**src/rtl/game_pkg.sv**
```systemverilog
// Shared definitions for the frame-synchronous game controller:
// state encodings, BCD digit width and score ceiling.
package game_pkg;

  localparam int unsigned BCD_W     = 4;
  localparam int unsigned MAX_SCORE = 99;

  typedef logic [BCD_W-1:0] bcd_t;

  localparam bcd_t MAX_D1 = bcd_t'(MAX_SCORE / 10);
  localparam bcd_t MAX_D0 = bcd_t'(MAX_SCORE % 10);

  typedef enum logic [1:0] {
    ST_ATTRACT  = 2'd0,
    ST_PLAY     = 2'd1,
    ST_DYING    = 2'd2,
    ST_GAMEOVER = 2'd3
  } game_state_e;

  // Two-digit BCD greater-than, tens digit compared first.
  function automatic logic bcd2_gt(input bcd_t a1, input bcd_t a0,
                                   input bcd_t b1, input bcd_t b0);
    return (a1 > b1) || ((a1 == b1) && (a0 > b0));
  endfunction

endpackage

```
**src/rtl/game_state_ctrl_bcd2_sat_inc.sv**
```systemverilog
// Two-digit BCD incrementer that holds at the package score ceiling.
module bcd2_sat_inc
  import game_pkg::*;
(
  input  logic             inc,
  input  logic [BCD_W-1:0] d0_i,
  input  logic [BCD_W-1:0] d1_i,
  output logic [BCD_W-1:0] d0_o,
  output logic [BCD_W-1:0] d1_o
);

  always_comb begin
    d0_o = d0_i;
    d1_o = d1_i;
    if (inc && !((d1_i == MAX_D1) && (d0_i == MAX_D0))) begin
      if (d0_i == bcd_t'(9)) begin
        d0_o = '0;
        d1_o = d1_i + bcd_t'(1);
      end else begin
        d0_o = d0_i + bcd_t'(1);
      end
    end
  end

endmodule

```
**src/rtl/game_state_ctrl.sv**
```systemverilog
// Game controller: latches hit/miss/start events per frame and applies them
// at the vsync rising edge. Define HISCORE_EN to build the high-score register.
module game_state_ctrl
  import game_pkg::*;
#(
  parameter int unsigned INIT_LIVES   = 3,
  parameter int unsigned DEATH_FRAMES = 60,
  parameter int unsigned OVER_FRAMES  = 180
) (
  input  logic             CLK,
  input  logic             RST,
  input  logic             vsync,
  input  logic             start_btn,
  input  logic             hit_evt,
  input  logic             miss_evt,
  output logic [BCD_W-1:0] score0,
  output logic [BCD_W-1:0] score1,
  output logic [3:0]       lives,
  output logic [1:0]       state,
  output logic             playfield_en,
  output logic [BCD_W-1:0] hi0,
  output logic [BCD_W-1:0] hi1
);

  logic             vsync_q;
  logic             sync1_q, sync2_q, sync3_q;
  logic             start_pend_q, start_pend_d;
  logic             hit_pend_q, hit_pend_d;
  logic             miss_pend_q, miss_pend_d;
  game_state_e      state_q, state_d;
  logic [7:0]       cnt_q, cnt_d;
  logic [BCD_W-1:0] score0_q, score0_d, score1_q, score1_d;
  logic [3:0]       lives_q, lives_d;

  logic             tick;
  logic             start_edge;
  logic [3:0]       lives_left;
  logic [BCD_W-1:0] inc0, inc1;

  bcd2_sat_inc u_score_inc (
    .inc  (hit_pend_q),
    .d0_i (score0_q),
    .d1_i (score1_q),
    .d0_o (inc0),
    .d1_o (inc1)
  );

  always_comb begin
    tick       = vsync & ~vsync_q;
    start_edge = sync2_q & ~sync3_q;

    // A pulse landing in the tick cycle survives the clear and counts next frame.
    hit_pend_d   = tick ? hit_evt    : (hit_pend_q   | hit_evt);
    miss_pend_d  = tick ? miss_evt   : (miss_pend_q  | miss_evt);
    start_pend_d = tick ? start_edge : (start_pend_q | start_edge);

    state_d    = state_q;
    cnt_d      = cnt_q;
    score0_d   = score0_q;
    score1_d   = score1_q;
    lives_d    = lives_q;
    lives_left = (lives_q != 4'd0) ? (lives_q - 4'd1) : 4'd0;

    if (tick) begin
      unique case (state_q)
        ST_ATTRACT: begin
          if (start_pend_q) begin
            state_d  = ST_PLAY;
            score0_d = '0;
            score1_d = '0;
            lives_d  = 4'(INIT_LIVES);
          end
        end
        ST_PLAY: begin
          score0_d = inc0;
          score1_d = inc1;
          if (miss_pend_q) begin
            state_d = ST_DYING;
            cnt_d   = 8'(DEATH_FRAMES);
          end
        end
        ST_DYING: begin
          if (cnt_q == 8'd1) begin
            lives_d = lives_left;
            if (lives_left == 4'd0) begin
              state_d = ST_GAMEOVER;
              cnt_d   = 8'(OVER_FRAMES);
            end else begin
              state_d = ST_PLAY;
              cnt_d   = '0;
            end
          end else begin
            cnt_d = cnt_q - 8'd1;
          end
        end
        ST_GAMEOVER: begin
          if (start_pend_q) begin
            state_d  = ST_PLAY;
            cnt_d    = '0;
            score0_d = '0;
            score1_d = '0;
            lives_d  = 4'(INIT_LIVES);
          end else if (cnt_q == 8'd1) begin
            state_d = ST_ATTRACT;
            cnt_d   = '0;
          end else begin
            cnt_d = cnt_q - 8'd1;
          end
        end
        default: begin
          state_d = ST_ATTRACT;
        end
      endcase
    end
  end

  always_ff @(posedge CLK) begin
    if (!RST) begin
      vsync_q      <= 1'b0;
      sync1_q      <= 1'b0;
      sync2_q      <= 1'b0;
      sync3_q      <= 1'b0;
      start_pend_q <= 1'b0;
      hit_pend_q   <= 1'b0;
      miss_pend_q  <= 1'b0;
      state_q      <= ST_ATTRACT;
      cnt_q        <= '0;
      score0_q     <= '0;
      score1_q     <= '0;
      lives_q      <= 4'(INIT_LIVES);
    end else begin
      vsync_q      <= vsync;
      sync1_q      <= start_btn;
      sync2_q      <= sync1_q;
      sync3_q      <= sync2_q;
      start_pend_q <= start_pend_d;
      hit_pend_q   <= hit_pend_d;
      miss_pend_q  <= miss_pend_d;
      state_q      <= state_d;
      cnt_q        <= cnt_d;
      score0_q     <= score0_d;
      score1_q     <= score1_d;
      lives_q      <= lives_d;
    end
  end

`ifdef HISCORE_EN
  logic [BCD_W-1:0] hi0_q, hi0_d, hi1_q, hi1_d;

  // Captured on the DYING->GAMEOVER edge so it lands with the state change.
  always_comb begin
    hi0_d = hi0_q;
    hi1_d = hi1_q;
    if ((state_q == ST_DYING) && (state_d == ST_GAMEOVER) &&
        bcd2_gt(score1_q, score0_q, hi1_q, hi0_q)) begin
      hi0_d = score0_q;
      hi1_d = score1_q;
    end
  end

  always_ff @(posedge CLK) begin
    if (!RST) begin
      hi0_q <= '0;
      hi1_q <= '0;
    end else begin
      hi0_q <= hi0_d;
      hi1_q <= hi1_d;
    end
  end

  assign hi0 = hi0_q;
  assign hi1 = hi1_q;
`else
  assign hi0 = '0;
  assign hi1 = '0;
`endif

  assign score0       = score0_q;
  assign score1       = score1_q;
  assign lives        = lives_q;
  assign state        = state_q;
  assign playfield_en = (state_q == ST_PLAY);

endmodule

```
**config.mk**
```make
export PLATFORM = sky130hd
export DESIGN_NAME = game_state_ctrl
export DESIGN_NICKNAME = d
export VERILOG_FILES = /design/src/rtl/game_pkg.sv /design/src/rtl/game_state_ctrl_bcd2_sat_inc.sv /design/src/rtl/game_state_ctrl.sv
export SDC_FILE = /design/constraint.sdc
export NUM_CORES = 1
export LEC_CHECK = 0
export ABC_CLOCK_PERIOD_IN_PS = 2840
export BUFFER_PORTS_ARGS = -buffer_cell sky130_fd_sc_hd__buf_2
export CAP_MARGIN = 20
export CORE_MARGIN = 1
export CORE_UTILIZATION = 55
export CTS_CLUSTER_SIZE = 12
export DETAILED_ROUTE_END_ITERATION = 8
export GPL_ROUTABILITY_DRIVEN = 1
export PLACE_DENSITY = 0.87
export SLEW_MARGIN = 20
export SYNTH_ARGS = -nofsm -noshare
export SYNTH_HDL_FRONTEND = slang
export SYNTH_SLANG_ARGS = --single-unit
```
**constraint.sdc**
```tcl
create_clock -name CLK -period 2.84 [get_ports CLK]
set_input_delay 0.142 -clock CLK [delete_from_list [all_inputs] [get_ports CLK]]
set_output_delay 0.142 -clock CLK [all_outputs]
set_load 0.1 [all_outputs]
```
==> results of run 1 <==
-- report_power, final --
group	total [mW]	switching [mW]	internal, mW
Combinational	0.121	0.0956	0.0253
Sequential	0.420	0.00628	0.414
Clock	0.296	0.153	0.143
Total	0.837	0.255	0.582
-- registers in the layout (all words and copies together), names as in the netlist --
register / flops
state: 2
sync1_q: 1
hit_pend_q: 1
score0: 4
start_pend_q: 1
miss_pend_q: 1
sync3_q: 1
vsync_q: 1
cnt_q: 8
score1: 4
lives: 4
sync2_q: 1
-- cells by family after synthesis --
family,Yosys count
compound gates,60
fa+ha+maj,12
buf+inv,29
flops,29
other cells,1
simple gates,94
-- placed cells by master (no fill, tap or decap), types with 3 or more instances in the layout --
cell	netlist	final
clkbuf_4	0	5
nand3_1	12	12
conb_1	1	8
nand2b_1	5	5
nor2_1	18	18
nor2b_1	10	10
and2_1	5	5
o21ai_0	15	15
a21oi_1	15	15
o31ai_1	3	3
nor3_1	10	10
ha_1	12	11
inv_1	12	12
dfxtp_1	29	27
o211ai_1	3	3
o22ai_1	3	3
buf_2	0	20
nand2_1	17	17
or3_1	3	3
-- area by class of cell --
| type | count | area (µm²) | share of cell area |
|---|---|---|---|
| well taps | 44 | 55.1 | 0.0280 |
| clock buffers | 7 | 65.1 | 0.0331 |
| multi-input cells | 174 | 1100 | 0.558 |
| flip-flops and latches | 29 | 583 | 0.296 |
| clock inverters | 1 | 5.00 | 0.00254 |
| repair buffers | 22 | 118 | 0.0598 |
| inverters | 12 | 45.0 | 0.0229 |
-- final timing paths --
path / to / slack [ns] / from / cells after the start
setup / recovery: state[0] / 0.68 / cnt_q[0] / 6
hold / removal: hit_pend_q / 0.02 / hit_evt / 3
setup reg to reg: state[0] / 0.68 / cnt_q[0] / 6
hold reg to reg: sync2_q / 0.43 / sync1_q / 1
-- cell usage after synthesis, drive strengths merged (3+ instances only) --
master,count
o21ai,17
nand2b,5
dfxtp,29
or3,3
nand3,13
o31ai,3
clkbuf,9
o211ai,3
nor2,18
ha,12
a21oi,15
buf,8
o22ai,4
nor3,10
nor2b,10
nand2,17
inv,12
and2,5
-- critical path, delay by kind of cell, from the launching register on --
kind	cells	cell delay (ns)
fa+ha+maj	1	0.24
flops	1	0.44
simple gates	3	0.86
compound gates	2	0.51
-- routing by layer --
| metal | share of wire | GRT usage | vias up |
|---|---|---|---|
| met5 | 0 | 0 | - |
| met4 | 0.020 | 0.126 | 0 |
| met3 | 0.035 | 0.0502 | 8 |
| met2 | 0.48 | 0.381 | 40 |
| met1 | 0.46 | 0.278 | 768 |
| li1 | - | - | 821 |
==> qor.csv, run 1 <==
stage,metric,value,unit
route,drtIter0Drc,61,
die,die_h,59.0,µm
layout,fillers,287,
route,drc,0,
sta,hold_viol,0,
setup_path,cpPeakStageDelay,0.52,ns
setup_path,cp_slowest_cell,or3b_2,
cts,clk_latency,0.34,ns
setup_path,path_max_fanout,7,
die,ioPinCount,29,
sta,clock_skew,0.0110,ns
logic_synthesis,synth_top_family_by_area,simple AND/OR/NAND/NOR gates,
sta,drv_slew,0,
logic_synthesis,muxShareOfSynthArea,0,
route,wl_per_cell,12.9,µm
die,rows,20,
layout,instances_no_fill,289,
sta,fin_crit,2.16,ns
global_route,grt_pass1_wl,6070,µm
route,drtPass1Iterations,4,
cts,clkSinkCount,29,
setup_path,cp_cell_sequence,ha_1 -> or3b_2 -> o22ai_4 -> nand3_4 -> a2111oi_2 -> and3b_1,
sta,rsz0062_at_grt,no,
logic_synthesis,yosysTopAreaCell,dfxtp_1,
layout,diodes,0,
logic_synthesis,yosysSeqAreaShare,0.325,
logic_synthesis,syn_avg_cell_area,7.95,µm²
logic_synthesis,synth_cells,225,
sta,fmax,464,MHz
cts,cts_root_buffer,clkbuf_4,
placement,dpl_worst_slack,0.710,ns
sta,setup_tns,0,ns
power_and_ir_drop,total_power,0.837,mW
cts,post_cts_buffers,0,
logic_synthesis,synth_compound_area_frac,0.227,
logic_synthesis,synth.area.top_cells,"dfxtp_1 32%, ha_1 8.4%, a21oi_1 4.2%",
layout,drive_gt1_frac,0.159,
cts,cts-buffers-inserted,5,
sta,maxSlewHeadroom,0.583,
placement,place.port_buffers,20,
job,cap_viol_max_count,0,
route,via_per_inst,5.66,
layout,final_area,1970,µm²
logic_synthesis,synth.distinct_cells,47,
route,vias,1637,
setup_path,cp.required,3.07,ns
cts,cts-resized-gates,0,
cts,clockBufferDepth,2,
logic_synthesis,async_flop_share,0,
status,status,"finished, final reports clean",
logic_synthesis,yosys_register_bits,29,
layout,fin_util,0.639,
placement,place_congestion,0.910,
logic_synthesis,yosysTopAreaCellShare,0.325,
setup_path,start_kind,flip-flop,
placement,place_hpwl,2670,µm
logic_synthesis,yosys_warnings,0,
placement,dp.cells,280,
setup_path,endpoint_kind,flip-flop,
route,ant_nets,0,
logic_synthesis,synthAdderAreaFrac,0.0840,
cts,htreeDepth,2,
die,start_util,0.581,
logic_synthesis,synth_xor_area_frac,0,
layout,final_nets,262,
power_and_ir_drop,p_leak,0.799,nW
cts,cts_tree,built,
global_route,track_usage,0.231,
sta,fin_ws,0.684,ns
die,die_width,59.0,µm
setup_path,path_class,flip-flop to flip-flop,
global_route,grt_max_degree,35,
worst_hold_path,min_path_type,input pin to flip-flop,
sta,tightest_slew,0.621,ns
logic_synthesis,synth_flop_cell,dfxtp_1,
die,die_area,3480,µm²
cts,clkTransAtPathRegs,0.10,ns
power_and_ir_drop,p_per_area,425,nW/µm²
global_route,grt_pass1_vias,1450,
sta,hold_slack,0.0229,ns
route,finalWirelength,3720,µm
logic_synthesis,synth-edff-count,0,
sta,period_share,0.759,
logic_synthesis,netlist_area,1790,µm²
die,coreArea,3080,µm²
cts,cts-hold-fix-buffers,0,
placement,placed_cell_area,1890,µm²
global_route,antenna_found_initial,0,
setup_path,worstPathArrival,2.38,ns
logic_synthesis,synth-simple-area-share,0.285,
global_route,overflow,0,
layout,syn2layout_area_growth,10.1,%
power_and_ir_drop,ir_drop,293,µV
sta,setup_viol,0,
No activity file was read; power rests on OpenSTA's default activity.
==> inputs of run 2 (changes only) <==
--- a/config.mk
+++ b/config.mk
@@ -5,15 +5,15 @@
 export SDC_FILE = /design/constraint.sdc
 export NUM_CORES = 1
 export LEC_CHECK = 0
-export ABC_CLOCK_PERIOD_IN_PS = 2840
+export ABC_CLOCK_PERIOD_IN_PS = 1900
 export BUFFER_PORTS_ARGS = -buffer_cell sky130_fd_sc_hd__buf_2
 export CAP_MARGIN = 20
 export CORE_MARGIN = 1
-export CORE_UTILIZATION = 55
+export CORE_UTILIZATION = 50
 export CTS_CLUSTER_SIZE = 12
 export DETAILED_ROUTE_END_ITERATION = 8
 export GPL_ROUTABILITY_DRIVEN = 1
-export PLACE_DENSITY = 0.87
+export PLACE_DENSITY = 0.84
 export SLEW_MARGIN = 20
 export SYNTH_ARGS = -nofsm -noshare
 export SYNTH_HDL_FRONTEND = slang
==> constraint.sdc (replaced) <==
create_clock -name CLK -period 1.9 [get_ports CLK]
set_input_delay 0.095 -clock CLK [delete_from_list [all_inputs] [get_ports CLK]]
set_output_delay 0.095 -clock CLK [all_outputs]
set_load 0.1 [all_outputs]
==> run 2 against run 1 <==
Against the previous run: final cell count increased by 4.5%; clock skew decreased by 0.0022 ns; count of clock-buffer cells in the layout decreased by 1; critical endpoint is now lives[1]; largest cell class unchanged; highest routed layer unchanged.
==> qor.csv, run 2 (synthesized netlist as in run 1, its figures left out) <==
stage,metric,value,unit,change
layout,drive_gt1_frac,0.270,,was 0.159
global_route,overflow,0,,unchanged
placement,dpl_worst_slack,0.0551,ns,was 0.710 ns
layout,final_cell_mix,"20 x buf_2, 18 x nor2_1, 17 x nand2_1, 17 x dfxtp_1, 14 x a21oi_1",,"was 27 x dfxtp_1, 20 x buf_2, 18 x nor2_1"
power_and_ir_drop,power_frac_comb,0.151,,was 0.144
sta,drv_slew,0,,unchanged
cts,clkTransAtPathRegs,0.09,ns,was 0.10 ns
cts,clk_latency,0.33,ns,was 0.34 ns
cts,cts_root_buffer,clkbuf_4,,unchanged
sta,rsz0062_at_grt,no,,unchanged
layout,instances_no_fill,302,,was 289
status,status,"finished, final reports clean",,unchanged
power_and_ir_drop,p_clk_frac,0.376,,was 0.354
route,finalWirelength,4010,µm,was 3720 µm
power_and_ir_drop,p_per_area,613,nW/µm²,was 425 nW/µm²
power_and_ir_drop,intPower,0.934,mW,was 0.582 mW
power_and_ir_drop,seqPwrFrac,0.473,,was 0.502
global_route,antenna_found_initial,0,,unchanged
sta,clock_skew,0.00871,ns,was 0.0110 ns
sta,hold_viol,0,,unchanged
layout,regMostFlops,cnt_q,,unchanged
worst_hold_path,min_path_type,input pin to flip-flop,,unchanged
setup_path,cp_slowest_cell,or3b_4,,was or3b_2
power_and_ir_drop,power.net_switching,0.385,mW,was 0.255 mW
setup_path,cpPeakStageDelay,0.41,ns,was 0.52 ns
global_route,track_usage,0.239,,was 0.231
die,die_h,61.8,µm,was 59.0 µm
setup_path,worstPathArrival,2.03,ns,was 2.38 ns
die,ioPinCount,29,,unchanged
power_and_ir_drop,p_sw_frac,0.292,,was 0.304
route,ant_nets,0,,unchanged
placement,place.port_buffers,20,,unchanged
route,via_per_inst,5.62,,was 5.66
sta,fin_crit,1.81,ns,was 2.16 ns
route,wl_per_cell,13.3,µm,was 12.9 µm
cts,clockBufferDepth,2,,unchanged
cts,htreeDepth,2,,unchanged
layout,largest_reg_flops,8,,unchanged
sta,setup_viol,0,,unchanged
die,rows,21,,was 20
cts,post_cts_buffers,0,,unchanged
job,cap_viol_max_count,0,,unchanged
global_route,grt_max_degree,34,,was 35
placement,place_congestion,0.916,,was 0.910
layout,diodes,0,,unchanged
setup_path,start_kind,flip-flop,,unchanged
sta,fmax,553,MHz,was 464 MHz
setup_path,path_class,flip-flop to flip-flop,,unchanged
layout,syn2layout_area_growth,20.4,%,was 10.1%
setup_path,cp.required,2.12,ns,was 3.07 ns
setup_path,path_max_fanout,4,,was 7
power_and_ir_drop,total_power,1.32,mW,was 0.837 mW
sta,fin_ws,0.0909,ns,was 0.684 ns
die,die_area,3820,µm²,was 3480 µm²
layout,fillers,288,,was 287
cts,clkSinkCount,29,,unchanged
placement,dp.cells,291,,was 280
power_and_ir_drop,ir_drop,491,µV,was 293 µV
power_and_ir_drop,p_leak,0.869,nW,was 0.799 nW
die,coreArea,3390,µm²,was 3080 µm²
cts,cts_tree,built,,unchanged
cts,cts-buffers-inserted,5,,unchanged
route,vias,1698,,was 1637
route,drtIter0Drc,89,,was 61
setup_path,cp_cell_sequence,inv_2 -> ha_2 -> or3b_4 -> nor3_1 -> o21ai_0 -> a211o_1,,was ha_1 -> or3b_2 -> o22ai_4 -> nand3_4 -> a2111oi_2 -> and3b_1
die,start_util,0.528,,was 0.581
layout,fin_util,0.635,,was 0.639
die,die_width,61.8,µm,was 59.0 µm
route,drtPass1Iterations,4,,unchanged
layout,final_nets,273,,was 262
layout,final_common_cell,buf_2,,was dfxtp_1
global_route,grt_pass1_vias,1489,,was 1450
route,drc,0,,unchanged
setup_path,endpoint_kind,flip-flop,,unchanged
global_route,grt_pass1_wl,6610,µm,was 6070 µm
placement,place_hpwl,2970,µm,was 2670 µm
sta,period_share,0.952,,was 0.759
run 2: changes by cell type in the layout (fill, tap and decap cells not counted), moves of 3 or more:
cell,delta
buf_4,+9
dfxtp_1,-10
dfxtp_2,+6
dfxtp_4,+4
inv_1,-3
run 2: final timing paths:
check | startpoint | to | slack [ns] | depth (start not counted)
setup / recovery | cnt_q[1] | lives[1] | 0.09 | 6
hold / removal | vsync | vsync_q | 0.01 | 2
setup reg to reg | cnt_q[1] | lives[1] | 0.09 | 6
hold reg to reg | sync1_q | sync2_q | 0.43 | 1
run 2: area by class of cell:
cell class	instances	area [µm²]	share of cell area
multi-input combinational	174	1160	0.540
sequential	29	606	0.281
timing repair buffer	33	205	0.0953
tap	46	57.6	0.0267
inverter	12	47.5	0.0221
clock buffer	6	41.3	0.0192
clock inverter	2	33.8	0.0157
run 2: power by group through the flow:
stage	sequential [mW]	combinational (mW)	clock [mW]
floorplan	0.645	0.170	0
global route	0.625	0.214	0.534
global placement	0.637	0.187	0
finish	0.624	0.199	0.496
detailed placement	0.638	0.191	0
CTS	0.624	0.196	0.502
run 2: repair_timing:
| item | in CTS | in global routing |
|---|---|---|
| endpoints found under the setup margin | 0 | 8 |
| endpoints found under the hold margin | 3 | 0 |
| resized for setup | 0 | 9 |
| hold buffers | 3 | 0 |
run 2: metrics by stage:
step | hold WS (ns) | TNS [ns] | instance area, µm²
CTS | 0.0117 | 0 | 2130
finish | 0.0121 | 0 | 2150
global placement | 0.301 | 0 | 2030
floorplan | 0.217 | -1.01 | 1910
detailed placement | 0.305 | 0 | 2030
global route | 0.0134 | 0 | 2150
run 2: layer usage:
layer	global-route usage	vias up	wire length [µm]
li1	-	849	-
met1	0.306	799	1830
met2	0.382	44	1940
met3	0.0683	6	182
met4	0.0889	0	60
met5	0	-	0
run 2: critical path: cells and delay by family (launching register included):
family / cells / cell delay [ns]
adder cells (fa/ha/maj): 1 / 0.16
AND/OR/NAND/NOR: 2 / 0.64
buffers and inverters: 1 / 0.05
flip-flops: 1 / 0.33
AO/OA/AOI/OAI: 2 / 0.52
